===== src/rtl/axil_arb_2m.sv =====
// Two-master AXI4-Lite arbiter; round-robin write and read paths to one slave.
// Optional ARB_ADDR_CHECK_EN: decode-error addresses at or above ADDR_LIMIT.
//
// Ports:
//   clk, rst_n            clock, async active-low reset
//   m0_* / m1_*           AXI4-Lite slave ports facing the two masters
//   s_*                   AXI4-Lite master port facing the register file
//   wr_gnt / rd_gnt       one-hot current write / read grant, 00 = idle
module axil_arb_2m #(
    parameter int              ADDR_W     = 32,
    parameter int              DATA_W     = 32,
    parameter logic [ADDR_W-1:0] ADDR_LIMIT = 'h20
) (
    input  logic                clk,
    input  logic                rst_n,

    input  logic [ADDR_W-1:0]   m0_awaddr,
    input  logic                m0_awvalid,
    output logic                m0_awready,
    input  logic [DATA_W-1:0]   m0_wdata,
    input  logic [DATA_W/8-1:0] m0_wstrb,
    input  logic                m0_wvalid,
    output logic                m0_wready,
    output logic [1:0]          m0_bresp,
    output logic                m0_bvalid,
    input  logic                m0_bready,
    input  logic [ADDR_W-1:0]   m0_araddr,
    input  logic                m0_arvalid,
    output logic                m0_arready,
    output logic [DATA_W-1:0]   m0_rdata,
    output logic [1:0]          m0_rresp,
    output logic                m0_rvalid,
    input  logic                m0_rready,

    input  logic [ADDR_W-1:0]   m1_awaddr,
    input  logic                m1_awvalid,
    output logic                m1_awready,
    input  logic [DATA_W-1:0]   m1_wdata,
    input  logic [DATA_W/8-1:0] m1_wstrb,
    input  logic                m1_wvalid,
    output logic                m1_wready,
    output logic [1:0]          m1_bresp,
    output logic                m1_bvalid,
    input  logic                m1_bready,
    input  logic [ADDR_W-1:0]   m1_araddr,
    input  logic                m1_arvalid,
    output logic                m1_arready,
    output logic [DATA_W-1:0]   m1_rdata,
    output logic [1:0]          m1_rresp,
    output logic                m1_rvalid,
    input  logic                m1_rready,

    output logic [ADDR_W-1:0]   s_awaddr,
    output logic                s_awvalid,
    input  logic                s_awready,
    output logic [DATA_W-1:0]   s_wdata,
    output logic [DATA_W/8-1:0] s_wstrb,
    output logic                s_wvalid,
    input  logic                s_wready,
    input  logic [1:0]          s_bresp,
    input  logic                s_bvalid,
    output logic                s_bready,
    output logic [ADDR_W-1:0]   s_araddr,
    output logic                s_arvalid,
    input  logic                s_arready,
    input  logic [DATA_W-1:0]   s_rdata,
    input  logic [1:0]          s_rresp,
    input  logic                s_rvalid,
    output logic                s_rready,

    output logic [1:0]          wr_gnt,
    output logic [1:0]          rd_gnt
);

`ifdef ARB_ADDR_CHECK_EN
    localparam bit ADDR_CHECK = 1'b1;
`else
    localparam bit ADDR_CHECK = 1'b0;
`endif

    localparam logic [1:0] DECERR = 2'b11;

    // ------------------------------------------------------------------
    // Write path
    // ------------------------------------------------------------------
    typedef enum logic [1:0] {W_IDLE, W_FWD, W_RESP} w_state_t;

    w_state_t            w_state;
    logic                wr_ptr;
    logic                aw_done;
    logic                w_done;
    logic                wr_bad;
    logic [1:0]          wr_req;
    logic [1:0]          wr_pick;
    logic [ADDR_W-1:0]   wr_pick_addr;
    logic                wr_sel;
    logic                w_fwd;
    logic                w_resp;
    logic                aw_pend;
    logic                w_pend;
    logic                aw_acc;
    logic                w_acc;
    logic                aw_hs;
    logic                w_hs;
    logic                b_valid;
    logic [1:0]          b_resp;
    logic                sel_bready;
    logic                b_hs;

    assign wr_req = {m1_awvalid, m0_awvalid};

    always_comb begin
        wr_pick = 2'b00;
        unique case (wr_req)
            2'b01:   wr_pick = 2'b01;
            2'b10:   wr_pick = 2'b10;
            2'b11:   wr_pick = wr_ptr ? 2'b10 : 2'b01;
            default: wr_pick = 2'b00;
        endcase
    end

    assign wr_pick_addr = wr_pick[1] ? m1_awaddr : m0_awaddr;

    assign wr_sel = wr_gnt[1];
    assign w_fwd  = (w_state == W_FWD);
    assign w_resp = (w_state == W_RESP);

    assign aw_pend = w_fwd & ~aw_done & (wr_sel ? m1_awvalid : m0_awvalid);
    assign w_pend  = w_fwd & ~w_done & (wr_sel ? m1_wvalid : m0_wvalid);

    // A decode-error transaction is absorbed here instead of the slave.
    assign aw_acc = wr_bad | s_awready;
    assign w_acc  = wr_bad | s_wready;
    assign aw_hs  = aw_pend & aw_acc;
    assign w_hs   = w_pend & w_acc;

    assign s_awvalid = aw_pend & ~wr_bad;
    assign s_wvalid  = w_pend & ~wr_bad;
    assign s_awaddr  = w_fwd ? (wr_sel ? m1_awaddr : m0_awaddr) : '0;
    assign s_wdata   = w_fwd ? (wr_sel ? m1_wdata : m0_wdata) : '0;
    assign s_wstrb   = w_fwd ? (wr_sel ? m1_wstrb : m0_wstrb) : '0;

    assign m0_awready = wr_gnt[0] & w_fwd & ~aw_done & aw_acc;
    assign m1_awready = wr_gnt[1] & w_fwd & ~aw_done & aw_acc;
    assign m0_wready  = wr_gnt[0] & w_fwd & ~w_done & w_acc;
    assign m1_wready  = wr_gnt[1] & w_fwd & ~w_done & w_acc;

    assign sel_bready = wr_sel ? m1_bready : m0_bready;
    assign b_valid    = w_resp & (wr_bad | s_bvalid);
    assign b_resp     = wr_bad ? DECERR : s_bresp;
    assign b_hs       = b_valid & sel_bready;
    assign s_bready   = w_resp & ~wr_bad & sel_bready;

    assign m0_bvalid = wr_gnt[0] & b_valid;
    assign m1_bvalid = wr_gnt[1] & b_valid;
    assign m0_bresp  = wr_gnt[0] ? b_resp : 2'b00;
    assign m1_bresp  = wr_gnt[1] ? b_resp : 2'b00;

    always_ff @(posedge clk or negedge rst_n) begin
        if (!rst_n) begin
            w_state <= W_IDLE;
            wr_gnt  <= 2'b00;
            wr_ptr  <= 1'b0;
            aw_done <= 1'b0;
            w_done  <= 1'b0;
            wr_bad  <= 1'b0;
        end else begin
            unique case (w_state)
                W_IDLE: begin
                    if (|wr_req) begin
                        wr_gnt  <= wr_pick;
                        wr_bad  <= ADDR_CHECK &&
                                   (wr_pick_addr >= ADDR_LIMIT);
                        aw_done <= 1'b0;
                        w_done  <= 1'b0;
                        w_state <= W_FWD;
                    end
                end
                W_FWD: begin
                    aw_done <= aw_done | aw_hs;
                    w_done  <= w_done | w_hs;
                    if ((aw_done | aw_hs) && (w_done | w_hs))
                        w_state <= W_RESP;
                end
                W_RESP: begin
                    if (b_hs) begin
                        w_state <= W_IDLE;
                        wr_gnt  <= 2'b00;
                        wr_ptr  <= ~wr_sel;
                        wr_bad  <= 1'b0;
                    end
                end
                default: w_state <= W_IDLE;
            endcase
        end
    end

    // ------------------------------------------------------------------
    // Read path
    // ------------------------------------------------------------------
    typedef enum logic [1:0] {R_IDLE, R_FWD, R_DATA} r_state_t;

    r_state_t            r_state;
    logic                rd_ptr;
    logic                rd_bad;
    logic [1:0]          rd_req;
    logic [1:0]          rd_pick;
    logic [ADDR_W-1:0]   rd_pick_addr;
    logic                rd_sel;
    logic                r_fwd;
    logic                r_dat;
    logic                ar_pend;
    logic                ar_acc;
    logic                ar_hs;
    logic                r_valid;
    logic [DATA_W-1:0]   r_data;
    logic [1:0]          r_resp;
    logic                sel_rready;
    logic                r_hs;

    assign rd_req = {m1_arvalid, m0_arvalid};

    always_comb begin
        rd_pick = 2'b00;
        unique case (rd_req)
            2'b01:   rd_pick = 2'b01;
            2'b10:   rd_pick = 2'b10;
            2'b11:   rd_pick = rd_ptr ? 2'b10 : 2'b01;
            default: rd_pick = 2'b00;
        endcase
    end

    assign rd_pick_addr = rd_pick[1] ? m1_araddr : m0_araddr;

    assign rd_sel = rd_gnt[1];
    assign r_fwd  = (r_state == R_FWD);
    assign r_dat  = (r_state == R_DATA);

    assign ar_pend = r_fwd & (rd_sel ? m1_arvalid : m0_arvalid);
    assign ar_acc  = rd_bad | s_arready;
    assign ar_hs   = ar_pend & ar_acc;

    assign s_arvalid = ar_pend & ~rd_bad;
    assign s_araddr  = r_fwd ? (rd_sel ? m1_araddr : m0_araddr) : '0;

    assign m0_arready = rd_gnt[0] & r_fwd & ar_acc;
    assign m1_arready = rd_gnt[1] & r_fwd & ar_acc;

    assign sel_rready = rd_sel ? m1_rready : m0_rready;
    assign r_valid    = r_dat & (rd_bad | s_rvalid);
    assign r_data     = rd_bad ? '0 : s_rdata;
    assign r_resp     = rd_bad ? DECERR : s_rresp;
    assign r_hs       = r_valid & sel_rready;
    assign s_rready   = r_dat & ~rd_bad & sel_rready;

    assign m0_rvalid = rd_gnt[0] & r_valid;
    assign m1_rvalid = rd_gnt[1] & r_valid;
    assign m0_rdata  = rd_gnt[0] ? r_data : '0;
    assign m1_rdata  = rd_gnt[1] ? r_data : '0;
    assign m0_rresp  = rd_gnt[0] ? r_resp : 2'b00;
    assign m1_rresp  = rd_gnt[1] ? r_resp : 2'b00;

    always_ff @(posedge clk or negedge rst_n) begin
        if (!rst_n) begin
            r_state <= R_IDLE;
            rd_gnt  <= 2'b00;
            rd_ptr  <= 1'b0;
            rd_bad  <= 1'b0;
        end else begin
            unique case (r_state)
                R_IDLE: begin
                    if (|rd_req) begin
                        rd_gnt  <= rd_pick;
                        rd_bad  <= ADDR_CHECK &&
                                   (rd_pick_addr >= ADDR_LIMIT);
                        r_state <= R_FWD;
                    end
                end
                R_FWD: begin
                    if (ar_hs)
                        r_state <= R_DATA;
                end
                R_DATA: begin
                    if (r_hs) begin
                        r_state <= R_IDLE;
                        rd_gnt  <= 2'b00;
                        rd_ptr  <= ~rd_sel;
                        rd_bad  <= 1'b0;
                    end
                end
                default: r_state <= R_IDLE;
            endcase
        end
    end

endmodule


===== config.mk =====
export PLATFORM = sky130hd
export DESIGN_NAME = axil_arb_2m
export DESIGN_NICKNAME = d
export VERILOG_FILES = /design/src/rtl/axil_arb_2m.sv
export SDC_FILE = /design/constraint.sdc
export NUM_CORES = 1
export LEC_CHECK = 0
export ABC_AREA = 1
export BUFFER_PORTS_ARGS = -buffer_cell sky130_fd_sc_hd__buf_2
export CAP_MARGIN = 20
export CELL_PAD_IN_SITES_DETAIL_PLACEMENT = 1
export CELL_PAD_IN_SITES_GLOBAL_PLACEMENT = 1
export CORE_AREA = 2 2 172 174
export CTS_BUF_LIST = sky130_fd_sc_hd__clkbuf_16
export CTS_CLUSTER_DIAMETER = 80
export DETAILED_ROUTE_END_ITERATION = 10
export DIE_AREA = 0 0 174 176
export GPL_TIMING_DRIVEN = 1
export PLACE_DENSITY = 0.57
export SYNTH_ARGS = -nofsm -noshare
export SYNTH_HDL_FRONTEND = slang
export SYNTH_SLANG_ARGS = --single-unit

===== constraint.sdc =====
create_clock -name clk -period 1.34 [get_ports clk]
set_clock_uncertainty 0.15 [all_clocks]
set_input_delay 0.067 -clock clk [delete_from_list [all_inputs] [get_ports clk]]
set_output_delay 0.067 -clock clk [all_outputs]
set_load 0.01 [all_outputs]

# Yosys cells after proc, flatten, opt, wreduce, memory -nomap -nowiden
# Cells that the tools add are included.
[totals]
reg_bits = 14
out_inout_bits = 191
[classes]
n_reduce_logical = 15
eq_ne = 16
bitwise = 50
n_mux = 46
[op_table]
columns = ["op", "n"]
rows = [
  ["$mux W32", 9],
  ["$and A1 B1 Y1", 37],
  ["$mux W2", 16],
  ["$pmux W2 S3", 4],
  ["$eq A2 B2 Y1 const B", 6],
  ["$reduce_and A3 Y1", 4],
  ["$mux W1", 9],
  ["$eq A2 B1 Y1 const B", 4],
  ["$mux W4", 2],
  ["$ne A2 B1 Y1 const B", 4],
  ["$pmux W1 S2", 4],
  ["$pmux W2 S2", 2],
  ["$or A1 B1 Y1", 7],
  ["$not A1 Y1", 6],
  ["$reduce_and A2 Y1", 3],
  ["$reduce_bool A2 Y1", 3],
  ["$logic_not A2 Y1", 2],
  ["$ne A2 B2 Y1 const B", 2],
  ["$reduce_or A2 Y1", 2],
  ["$logic_and A1 B1 Y1", 1],
]

# Logic depth before layout (Yosys ltp)
[depth]
word_depth = 8
ltp_mapped = 9
depth_no_buf = 8

# Worst setup path after synthesis
# No wires, ideal clock.
[synth_path]
path_kind = "register -> output"
startpoint = "reg rd_gnt[1]"
endpoint = "out s_araddr[23]"
t_required_ns = 1.123
path_slack_ns = -0.097
path_stages_with_launch = 6
t_arrival_ns = 1.220
path_cell_list = "dfrtp_1 -> buf_2 -> inv_2 -> clkbuf_1 -> nand2_1 -> a21oi_1"
[synth_between]
elab_chain_len = 2
[synth_rtl]
columns = ["item", "line_no", "text"]
rows = [
  ["start: declaration", "72", "output logic [1:0] rd_gnt"],
  ["start signal: assignment", "273", "rd_gnt <= rd_pick;"],
  ["$mux W32 (2 in a row)", "244", "assign s_araddr = r_fwd ? (rd_sel ? m1_araddr : m0_araddr) : '0;"],
  ["end: declaration", "63", "output logic [ADDR_W-1:0] s_araddr,"],
]
# No other way between the ends.

# Final worst setup path
[layout_path]
startpoint = "reg w_state[1]"
endpoint = "out s_wdata[11]"
[layout_between]
elab_chain_len = 2
[layout_rtl]
columns = ["item", "line_no", "text"]
rows = [
  ["start: declaration", "88", "w_state_t w_state;"],
  ["start signal: assignment", "161", "w_state <= W_IDLE;"],
  ["start signal: assignment", "176", "w_state <= W_FWD;"],
  ["start signal: assignment", "183", "w_state <= W_RESP;"],
  ["$eq A2 B1 Y1", "125", "assign w_fwd = (w_state == W_FWD);"],
  ["$mux W32", "140", "assign s_wdata = w_fwd ? (wr_sel ? m1_wdata : m0_wdata) : '0;"],
  ["end: declaration", "56", "output logic [DATA_W-1:0] s_wdata,"],
]
# No other way between the ends.

==> impl_results.md <==
* CTS tree: built
* Post-synth EDFFs at 0
* Setup Crit Path Kind: reg2out
* Critical Path End Type: output pin
* #FFs+latches synth at 12
* Initial Util at 9.65%
* Wirelength per Cell at 16.3 um
* Clock network fraction of total power at 3.4%
* Slew margin rel. at 75.3%
* CP arrival at 1.43 ns
* Max incr delay on CP at 0.39 ns
* Flop pwr share at 4.5%
* Die width at 174 um
* GRT Total Usage at 13.7%
* Critical path depth in cells at 6
* Root Driver: clkbuf_16
* Vias at 5,814
* Worst slack at placement at -0.149 ns
* GPL Wtd Cong at 0.878
* Seq. cell area at 304 um2
* Largest net degree at the start of global routing at 27
* Final Critical Period at 1.65 ns
* Max VDD drop at 0.000569 V
* Vias in the first global route at 5,780
* Die Y at 176 um
* Syn_area_per_cell at 4.55 um2
* Final Cell Area at 0.00783 mm2
* Outcome: complete, but fails checks
* Die area at 0.0306 mm2
* Mapped Area at 0.00276 mm2
* Hold Path Class: in2reg
* Rows at 62
* Worst-Margin Slew at 0.371 ns
* Fraction of layout cells with a size suffix above 1 at 66.9%
* Net Sw Power at 8.61 mW
* Final nets at 1,365
* Crit-path max FO at 5
* # H-tree levels at 1
* Synth cell types at 23
* Instance area at placement at 0.00578 mm2
* FFs w/ async S/R, synth at 100%
* Core Util, Final at 27.4%
* Worst-path cell chain: inv_2 > nand2_4 > clkbuf_16 > buf_16 > a21oi_4 > buf_2
* Internal Power at 8.46 mW
* Worst R2R Path Depth at 9
* Final setup fails at 197
* RR Endpoint: w_state[0]
* Mapped Nets at 859
* Seq/Total Area, Yosys at 10.9%
* Leakage power at 4.64 nW
* Non-Filler Instances at 1,496
* Clk slew on worst S/H paths at 0.05 ns
* Placed cells at 1,442
* CP top delay family: buffers and inverters
* Syn-to-layout area delta at 184%
* Drt via density at 3.89
* Top FF cell, synth: dfrtp_1
* Congestion Overflow GR at 0
* CP Launch Point: w_state[1]
* CTS Buffer Depth at 2
* Dpl hpwl at 18,300 um
* Failing checks: setup timing
* Worst r2r src: wr_gnt[1]
* P per Cell Area at 2180 mW/mm2
* Final Hold Viols at 0
* Final Max Tran Viols at 0
* Boundary pin count at 444
* CP max stage cell: dfrtp_1
* Max Clock Freq at 0.608 GHz
* Area of the multi-input gates at 0.00269 mm2
* Num Clock Sinks at 12
* WL final at 24,400 um
* Total CTS buffers at 3
* # DRC at 0
* Worst skew pair latency at 0.24 ns
* Setup ws final at -0.306 ns
* Worst Path Buf+Inv at 4
* Sw frac at 50.4%
* First-iteration detailed-routing DRC count at 251
* Yosys warnings at 0
* PortBufs at 443
* Initial antenna violation count at 1
* Post-route antenna net violation count at 0
* MaxCap Viol Count at 0
* Combinational share of power at 92.1%
* Final period utilization at 123%
* Global-route wire length before repair at 33,200 um
* RSZ-0062 raised after global routing: true
* Fill count at 3,685
* Crit path to: s_wdata[11]
* Post-Synthesis Cells at 606
* FF-to-FF setup slack at -0.20 ns
* Area of the core at 0.0285 mm2
* Worst path required time at 1.12 ns
* First-pass DRT Iterations at 4
* Startpoint class of the critical path: flip-flop
-- power groups by stage --
stage | clock, mW | combinational (mW) | sequential (mW)
floorplan | 0 | 5.09 | 0.677
global placement | 0 | 9.94 | 0.689
detailed placement | 0 | 9.99 | 0.699
CTS | 0.600 | 12.6 | 0.755
global route | 0.608 | 16.9 | 0.803
finish | 0.580 | 15.7 | 0.776
-- worst min-delay path by stage --
stage                          start         end  slack [ns]  cells after the start
after floorplan                rst_n     aw_done       -0.38                      0
after global placement         rst_n  r_state[0]       -0.16                      1
after detailed placement       rst_n  r_state[0]       -0.15                      1
after CTS                 m0_awvalid   wr_gnt[1]        0.07                      4
after global routing      m0_awvalid   wr_gnt[1]        0.14                      4
final                     m1_arvalid   rd_gnt[0]        0.09                      4
-- registers in the layout, indices dropped and copies added, names as in the netlist --
| register | cells |
|---|---|
| rd_ptr | 1 |
| aw_done | 1 |
| wr_gnt | 2 |
| rd_gnt | 2 |
| w_done | 1 |
| w_state | 2 |
| r_state | 2 |
| wr_ptr | 1 |
-- area by class of cell --
cell class              instances  share of cell area, %
repair inverters                1                  0.144
inverters                      96                   4.89
clock inverters                 1                 0.0480
diodes                          1                 0.0320
flip-flops and latches         12                   3.88
clock buffers                   3                  0.959
multi-input cells             457                   34.4
repair buffers                541                   49.5
well taps                     384                   6.14
-- cell usage in the layout (no fill, tap or decap), types with 2 or more instances in the layout --
cell type	n
dlygate4sd3_1	4
nand4_1	3
nor2_4	7
inv_8	2
o21ai_0	3
buf_12	19
inv_2	22
nand2_1	249
nand2_2	33
inv_4	2
buf_2	410
dfrtp_1	9
buf_4	33
clkinv_4	2
dfrtp_2	3
nand3_2	3
a21oi_2	89
nor3_4	7
nor2_1	10
a21oi_1	15
o21ai_1	2
nand2_4	20
clkbuf_16	17
inv_1	69
buf_8	6
a21oi_4	4
nor2_2	4
buf_6	49
buf_16	6
-- cells by family after synthesis --
family          synth area share, %
simple gates                   48.1
buf+inv                        19.5
compound gates                 21.4
flops                          10.9
-- worst reg2reg max path, stage by stage, from the launching register on --
cell,delay (ns)
dfrtp_2,0.43
buf_12,0.18
nor2_2,0.05
a21oi_2,0.17
buf_4,0.14
nand3_2,0.08
nand2_2,0.09
nand2_1,0.05
nand2_1,0.05
nand2_1,0.04
-- routing by layer --
| metal | routed length [um] | track usage, % | vias to the layer above |
|---|---|---|---|
| met3 | 1140 | 2.24 | 24 |
| met2 | 12500 | 24.7 | 176 |
| met1 | 10500 | 17.4 | 2765 |
| li1 | - | - | 2849 |
| met4 | 260 | 2.35 | 0 |
| met5 | 0 | 0 | - |
-- per-stage QoR --
step / hold slack (ns) / TNS (ns) / power [mW]
finish: 0.0902 / -37.59 / 17.1
floorplan: -0.379 / -0.00377 / 5.76
detailed placement: -0.148 / -5.79 / 10.7
global route: 0.138 / -49.74 / 18.3
global placement: -0.156 / -4.94 / 10.6
CTS: 0.0745 / -35.56 / 13.9
-- synth_stat cells (2+ instances only) --
cell	instances	area share [%]
nand3_1	3	0.54
buf_1	2	0.27
a21oi_1	107	19
inv_1	92	13
nand4_1	3	0.68
dfrtp_1	12	11
nor3_1	9	1.6
clkbuf_1	20	2.7
o21ai_1	3	0.54
o21ai_0	3	0.54
buf_2	19	3.5
nand2_1	301	41
nor2_1	19	2.6
inv_2	4	0.54
-- repair_timing --
action,in CTS,in global routing
gates cloned,5,16
hold buffers,4,0
resized for setup,149,181
endpoints found under the setup margin,171,196
buffers inserted,20,9
endpoints found under the hold margin,15,0
pin swaps,15,16
Note: power is estimated with default switching activity, not from simulation.
